--- config.mk ---
export PLATFORM = sky130hd
export DESIGN_NAME = ascon_permutation_seq
export DESIGN_NICKNAME = d
export VERILOG_FILES = /design/src/rtl/ascon_pkg.sv /design/src/rtl/ascon_sp_layer.sv /design/src/rtl/constant_addition_layer.sv /design/src/rtl/ascon_permutation_seq.sv
export SDC_FILE = /design/constraint.sdc
export NUM_CORES = 2
export LEC_CHECK = 0
export ABC_AREA = 0
export ABC_CLOCK_PERIOD_IN_PS = 28100
export CAP_MARGIN = 20
export CORE_ASPECT_RATIO = 0.7
export CORE_MARGIN = 2
export CORE_UTILIZATION = 45
export DETAILED_ROUTE_END_ITERATION = 10
export PLACE_DENSITY = 0.72
export SYNTH_ARGS = -nofsm -noshare
export SYNTH_HDL_FRONTEND = slang
export SYNTH_SLANG_ARGS = --single-unit
export TNS_END_PERCENT = 1
--- constraint.sdc ---
create_clock -name clk_i -period 28.1 [get_ports clk_i]
set_input_delay 8.43 -clock clk_i [delete_from_list [all_inputs] [get_ports clk_i]]
set_output_delay 8.43 -clock clk_i [all_outputs]
set_load 0.02 [all_outputs]
--- src/rtl/ascon_pkg.sv ---
// Shared Ascon types, round constants and permutation-core constants.
// Word 0 of ascon_state_t is x0; bit 63 of each word is the most significant.
package ascon_pkg;

    typedef logic [4:0][63:0] ascon_state_t;
    typedef logic [3:0]       rnd_t;

    // p12 round constants; entries 12..15 are unreachable padding for a full 4-bit index.
    localparam logic [7:0] AsconRcLut [16] = '{
        8'hf0, 8'he1, 8'hd2, 8'hc3, 8'hb4, 8'ha5, 8'h96, 8'h87,
        8'h78, 8'h69, 8'h5a, 8'h4b, 8'h00, 8'h00, 8'h00, 8'h00
    };

    localparam int unsigned ASCON_P12_ROUNDS = 12;
    localparam int unsigned ASCON_P8_ROUNDS  = 8;

    // Linear-diffusion rotation pairs, one per state word.
    localparam int unsigned ASCON_ROT_A [5] = '{19, 61, 1, 10, 7};
    localparam int unsigned ASCON_ROT_B [5] = '{28, 39, 6, 17, 41};

    typedef enum logic [1:0] {
        IDLE,
        RUN,
        DONE
    } perm_state_e;

    function automatic logic [63:0] rotr64(input logic [63:0] x, input int unsigned n);
        return (x >> n) | (x << (64 - n));
    endfunction

endpackage

--- src/rtl/ascon_sp_layer.sv ---
// Combinational Ascon substitution (5-bit s-box on 64 bit-slices) followed by linear diffusion.
module ascon_sp_layer
    import ascon_pkg::*;
(
    input  ascon_state_t state_array_i,
    output ascon_state_t state_array_o
);

    logic [63:0] a0, a1, a2, a3, a4;
    logic [63:0] t0, t1, t2, t3, t4;
    ascon_state_t s;

    // Bitsliced s-box: all 64 columns evaluated in parallel with word-wide boolean ops.
    always_comb begin
        a0 = state_array_i[0] ^ state_array_i[4];
        a4 = state_array_i[4] ^ state_array_i[3];
        a2 = state_array_i[2] ^ state_array_i[1];
        a1 = state_array_i[1];
        a3 = state_array_i[3];

        t0 = ~a0 & a1;
        t1 = ~a1 & a2;
        t2 = ~a2 & a3;
        t3 = ~a3 & a4;
        t4 = ~a4 & a0;

        a0 = a0 ^ t1;
        a1 = a1 ^ t2;
        a2 = a2 ^ t3;
        a3 = a3 ^ t4;
        a4 = a4 ^ t0;

        a1 = a1 ^ a0;
        a0 = a0 ^ a4;
        a3 = a3 ^ a2;
        a2 = ~a2;

        s[0] = a0;
        s[1] = a1;
        s[2] = a2;
        s[3] = a3;
        s[4] = a4;
    end

    always_comb begin
        state_array_o = '0;
        for (int unsigned i = 0; i < 5; i++) begin
            state_array_o[i] = s[i] ^ rotr64(s[i], ASCON_ROT_A[i]) ^ rotr64(s[i], ASCON_ROT_B[i]);
        end
    end

endmodule

--- src/rtl/constant_addition_layer.sv ---
// Ascon round-constant addition: XORs the round constant into the low byte of word 2.
// For p8 (round_config_i = 0) the round index is offset by 4 onto the tail of the p12 table.
module constant_addition_layer
    import ascon_pkg::*;
(
    input  ascon_state_t state_array_i,
    input  rnd_t         rnd_i,
    input  logic         round_config_i,
    output ascon_state_t state_array_o
);

    rnd_t idx;

    always_comb begin
        idx           = round_config_i ? rnd_i : rnd_t'(rnd_i + 4'd4);
        state_array_o = state_array_i;
        state_array_o[2][7:0] = state_array_i[2][7:0] ^ AsconRcLut[idx];
    end

endmodule

--- src/rtl/ascon_permutation_seq.sv ---
// Iterative Ascon-p core: one round per clock, p12 or p8 selected per request,
// valid/ready handshake on both the request and the result side.
module ascon_permutation_seq
    import ascon_pkg::*;
#(
    parameter int unsigned ROUNDS_FULL    = ASCON_P12_ROUNDS,
    parameter int unsigned ROUNDS_REDUCED = ASCON_P8_ROUNDS
) (
    input  logic         clk_i,
    input  logic         rst_i,
    input  logic         valid_i,
    output logic         ready_o,
    input  logic         round_config_i,
    input  ascon_state_t state_array_i,
    output logic         valid_o,
    input  logic         ready_i,
    output ascon_state_t state_array_o,
    output rnd_t         rnd_o,
    output logic         round_config_o,
    output logic         busy_o
);

    perm_state_e  fsm;
    ascon_state_t state_q;
    ascon_state_t cal_out;
    ascon_state_t sp_out;
    rnd_t         rnd_q;
    rnd_t         last_rnd;
    logic         cfg_q;
    logic         ready_q;
    logic         valid_q;
    logic         busy_q;

    assign last_rnd = cfg_q ? rnd_t'(ROUNDS_FULL - 1) : rnd_t'(ROUNDS_REDUCED - 1);

    constant_addition_layer u_cal (
        .state_array_i  (state_q),
        .rnd_i          (rnd_q),
        .round_config_i (cfg_q),
        .state_array_o  (cal_out)
    );

    ascon_sp_layer u_sp (
        .state_array_i (cal_out),
        .state_array_o (sp_out)
    );

    always_ff @(posedge clk_i or posedge rst_i) begin
        if (rst_i) begin
            fsm     <= IDLE;
            state_q <= '0;
            rnd_q   <= '0;
            cfg_q   <= 1'b1;
            ready_q <= 1'b1;
            valid_q <= 1'b0;
            busy_q  <= 1'b0;
        end else begin
            case (fsm)
                IDLE: begin
                    if (valid_i && ready_q) begin
                        state_q <= state_array_i;
                        cfg_q   <= round_config_i;
                        rnd_q   <= '0;
                        ready_q <= 1'b0;
                        busy_q  <= 1'b1;
                        fsm     <= RUN;
                    end
                end
                RUN: begin
                    state_q <= sp_out;
                    if (rnd_q == last_rnd) begin
                        rnd_q   <= '0;
                        busy_q  <= 1'b0;
                        valid_q <= 1'b1;
                        fsm     <= DONE;
                    end else begin
                        rnd_q <= rnd_q + 4'd1;
                    end
                end
                DONE: begin
                    if (ready_i) begin
                        valid_q <= 1'b0;
                        ready_q <= 1'b1;
                        fsm     <= IDLE;
                    end
                end
                default: begin
                    ready_q <= 1'b1;
                    valid_q <= 1'b0;
                    busy_q  <= 1'b0;
                    rnd_q   <= '0;
                    fsm     <= IDLE;
                end
            endcase
        end
    end

    assign ready_o        = ready_q;
    assign valid_o        = valid_q;
    assign busy_o         = busy_q;
    assign rnd_o          = rnd_q;
    assign round_config_o = cfg_q;
    assign state_array_o  = state_q;

endmodule
# Word level (Yosys, flattened, before mapping)
# Memory sizes are Yosys's and may differ from the RTL's.
# Cells that the tools add are included.
dict set report word_totals {
  n_memories 1
  wordCells 100
  reg_bits 330
  mem_bits_ro 128
}
dict set report classes {
  addsub 2
  reduce_logical 10
  n_mux 22
  eq_ne 6
  bitwise_logic 47
  n_lt_le_gt_ge 1
}
# memory words word_bits rd rd_clocked_by_memory_dff write_ports line_no
set memory_table {}
lappend memory_table {{(no name shown)} 16 8 1 0 0 constant_addition_layer.sv:17} ;# state_array_o[2][7:0] = state_array_i[2][7:0] ^ AsconRcLut[idx];
# op n
set op_table {}
lappend op_table {{bitwise XOR 64 bit} 21}
lappend op_table {{one-hot mux 320 bit (2 select lines)} 1}
lappend op_table {{NOT 64 bit} 6}
lappend op_table {{AND 64 bit} 5}
lappend op_table {{two-way mux 320 bit} 1}
lappend op_table {{OR 23 x 64 -> 64 bit} 1}
lappend op_table {{OR 25 x 64 -> 64 bit} 1}
lappend op_table {{OR 3 x 64 -> 64 bit} 1}
lappend op_table {{OR 36 x 64 -> 64 bit} 1}
lappend op_table {{OR 45 x 64 -> 64 bit} 1}
lappend op_table {{OR 47 x 64 -> 64 bit} 1}
lappend op_table {{OR 54 x 64 -> 64 bit} 1}
lappend op_table {{OR 57 x 64 -> 64 bit} 1}
lappend op_table {{OR 58 x 64 -> 64 bit} 1}
lappend op_table {{OR 63 x 64 -> 64 bit} 1}
lappend op_table {{two-way mux 4 bit} 4}
lappend op_table {{two-way mux 8 bit} 2}
lappend op_table {{one-hot mux 4 bit (3 select lines)} 1}
lappend op_table {{AND reduction 3 bit} 4}
lappend op_table {{one-hot mux 1 bit (3 select lines)} 3}
lappend op_table {{bitwise XOR 8 bit} 1}
lappend op_table {{two-way mux 1 bit} 6}
lappend op_table {{two-way mux 2 bit} 3}
lappend op_table {{!= test 2 bit, second input constant} 3}
lappend op_table {{other kinds (13)} 17}

# Longest topological paths before layout
dict set report depth {
  ltp_word 16
  depth_mapped 11
  ltp_nobuf 10
}

# By module
# From an unflattened synthesis, not the netlist that was laid out.
dict set report hier_totals {
  hier_cells 3010
  area_unflattened_um2 35392.7
}
# mod area_per_inst_um2 instances cells_per_inst
set by_module_without_submodules {}
lappend by_module_without_submodules {ascon_permutation_seq 16567.1 1 1083}
lappend by_module_without_submodules {ascon_sp_layer 16329.4 1 1596}
lappend by_module_without_submodules {constant_addition_layer 2496.1 1 331}

# Worst setup path after synthesis
# Ideal clock, no wire load.
dict set report synth_path {
  path_type {input to register}
  startpoint {input port valid_i}
  endpoint {register state_q, in the netlist state_array_o[64]}
  cell_stages 8
  setup_slack_ns 18.064
  t_arrival_ns 9.932
  t_required_ns 27.996
  cell_sequence {a21oi_1 -> or2_2 -> clkbuf_1 -> clkbuf_1 -> clkbuf_1 -> clkbuf_1 -> nor3_1 -> a221oi_1}
}
dict set report synth_via {
  elab_chain_cells 3
}
# item line_no
set synth_lines {}
lappend synth_lines {{from (decl)} ascon_permutation_seq.sv:11} ;# input logic valid_i,
lappend synth_lines {{logical AND 1 bit} ascon_permutation_seq.sv:60} ;# if (valid_i && ready_q) begin
lappend synth_lines {{!= test 2 bit (no line)} -}
lappend synth_lines {{AND reduction 2 bit (no line)} -}
lappend synth_lines {{to (signal assigned)} ascon_permutation_seq.sv:61} ;# state_q <= state_array_i;
lappend synth_lines {{to (signal assigned)} ascon_permutation_seq.sv:70} ;# state_q <= sp_out;
lappend synth_lines {{to (decl)} ascon_permutation_seq.sv:24} ;# ascon_state_t state_q;
# Every way passes these cells.
# A chain may end at the register's enable or synchronous reset.

# Worst setup path after layout
dict set report layout_path {
  startpoint {input port valid_i}
  endpoint {register state_q, in the netlist state_array_o[86]}
}
# Same word-level chain as after synthesis.

==> results.py <==
metrics = {
    "status": {
        "status": "finished clean",
    },
    "synth": {
        "syn_avg_cell_area_um2": 9.73,
        "synth_edf_count": 0,
        "syn-instance-count": 3052,
        "yosysSeqAreaShare_pct": 27.8,
        "syn-num-nets": 3506,
        "syn-cell-area_um2": 29700,
        "synth_ff_type": "dfrtp_1",
        "synthArstFlopShare_pct": 100,
        "synth.area.top_cells": "dfrtp_1 (28%), xnor2_1 (17%), xnor3_1 (14%)",
        "yosysTopAreaCellShare_pct": 27.6,
        "synth_warnings": 0,
        "synth_top_cell_by_area": "dfrtp_1",
        "yosysUniqueCellTypes": 54,
        "synth_seq_cells": 330,
    },
    "critical_path": {
        "criticalPathCategory": "in2reg",
        "critPathRequiredTime_ps": 28570,
        "path_max_fanout": 151,
        "slowest_stage": "or2_4",
        "arrival_ps": 11710,
        "reg2reg_slack_ps": 23970,
        "max_stage_delay_ps": 720,
        "cp-start-kind": "input pin",
        "worstPathCellList": "clkdlybuf4s50_1 > a21oi_1 > or2_4 > buf_12 > buf_4 > buf_16 > nor3_1 > a221oi_1",
        "end_kind": "register",
    },
    "hold_path": {
        "hp-class": "reg2reg",
    },
    "clock_network": {
        "cts_made_buffers": 40,
        "ctsHoldBuffers": 0,
        "clockBufferDepth": 3,
        "ctsHtreeMaxLevel": 2,
        "cts_tree": "yes",
        "cts-root-buf": "clkbuf_16",
        "clk_pin_slew_ps": 60,
        "cts_resized": 0,
        "clk-insertion-delay-late_ps": 600,
        "cts_setup_buffers": 0,
        "cts_sinks": 330,
    },
    "timing": {
        "fin_ws_ps": 16860,
        "hold_viol": 0,
        "drv_slew": 0,
        "fmax_mhz": 89.0,
        "fin_tns_setup_ps": 0,
        "period_needed_ps": 11240,
        "setup_viol": 0,
        "rsz0062_at_grt": "false",
        "final.period_utilization_pct": 40.0,
        "max-slew-margin-rel_pct": 11.1,
        "tightest_slew_ps": 1320,
        "fin_hold_ws_ps": 518,
        "clock_skew_ps": 23.3,
    },
    "placement": {
        "gp_congestion": 1.06,
        "portBuffers": 652,
        "dp_slack_ps": 15990,
        "hpwl_um": 121000,
    },
    "die": {
        "rows": 78,
        "fp.dieW_um": 311,
        "initial_core_util_pct": 45.7,
        "die_area_um2": 68100,
        "die_y_um": 219,
        "io_pins": 653,
        "core_area_um2": 65000,
    },
    "global_route": {
        "grt_pass1_wl_um": 205000,
        "first_global_vias": 26414,
        "overflow": 0,
        "grt_max_degree": 152,
        "gr-usage-all-layers_pct": 42.8,
        "antenna_found_initial": 9,
    },
    "route": {
        "wl_per_cell_um": 32.9,
        "ant_nets": 0,
        "wl_um": 150000,
        "vias": 27858,
        "drt_iter0_markers": 4155,
        "first_pass_iters": 6,
        "via_per_inst": 6.11,
        "drc_errors": 0,
    },
    "final_layout": {
        "fin_util_pct": 59.4,
        "fin_nets": 4104,
        "fill_cells": 5683,
        "final_common_cell": "clkdlybuf4s50_1",
        "final_cell_mix": "clkdlybuf4s50_1 (652), xnor2_1 (582), o21ai_0 (340)",
        "synthToLayoutAreaGrowth_pct": 30.1,
        "drive_above_1_share_pct": 3.75,
    },
    "job": {
        "drv_cap": 0,
    },
}
path summary, 6_finish.rpt:
| kind | from | end | depth (start not counted) |
|---|---|---|---|
| setup / recovery | valid_i | state_array_o[86] | 8 |
| hold / removal | valid_o | valid_o | 2 |
| setup reg to reg | rnd_o[2] | state_array_o[244] | 9 |
| hold reg to reg | valid_o | valid_o | 2 |
| max in group asynchronous | rst_i | state_array_o[305] | 3 |
| min in group asynchronous | rst_i | state_array_o[266] | 2 |
cells by family (layout without fill, tap and decap cells):
family	Yosys count	count (layout)	share of synthesized area, %
compound gates	630	630	12.7
xor+xnor	970	970	37.8
fa+ha+maj	179	179	7.12
buf+inv	337	966	4.31
flops	330	330	27.8
mux	58	58	1.96
other cells	0	1	0
simple gates	548	548	8.22
sequential cells by signal (all words and copies together) (netlist names):
signal          flops
ready_o             1
valid_o             1
round_config_o      1
busy_o              1
state_array_o     320
rnd_o               4
fsm                 2
layer usage:
layer,vias to the layer above,share of wire (%),global-route usage [%]
met2,2050,42,62.7
met3,325,14,15.0
met5,-,0.079,0.639
met4,10,4.0,15.6
met1,13762,40,58.3
li1,11711,-,-
critical path: cells and delay by family:
family	cells	cell delay, ps
buffers and inverters	4	1720
AOI/OAI and AO/OA	2	580
and+or+nand+nor	2	830
final cells by class:
class,count,area (um^2),share of cell area [%]
inverters,182,691,1.79
diodes,1,2.50,0.00648
clock inverters,12,151,0.392
flip-flops and latches,330,8270,21.4
repair buffers,711,7010,18.1
clock buffers,61,1220,3.16
well taps,880,1100,2.85
multi-input cells,2385,20200,52.2
cell usage after synthesis (2+ instances only):
cell type / instances
xnor3_1: 181
a2bb2oi_1: 2
a221oi_1: 60
xor2_1: 190
a211oi_1: 2
o22ai_1: 147
nand3_1: 3
o221ai_1: 39
clkbuf_1: 145
nor2_1: 120
buf_1: 5
dfrtp_1: 328
inv_1: 182
maj3_1: 50
nand2_1: 276
o21ai_0: 340
mux2i_1: 57
nor3_1: 66
nand2b_1: 4
and2_1: 3
ha_1: 129
a21oi_1: 21
and3_1: 2
dfstp_2: 2
buf_2: 3
xor3_1: 15
a21o_1: 5
a31oi_1: 5
nor3b_1: 64
xnor2_1: 582
stage by stage:
stage / instances / area (um^2)
finish: 4562 / 38600
global route: 4561 / 38600
CTS: 4551 / 38500
detailed placement: 4478 / 37100
global placement: 4477 / 37100
floorplan: 3052 / 29700
Power is left out: the tool's default activity adds up to more than one toggle a clock period on the data nets, which glitch-free logic cannot reach.
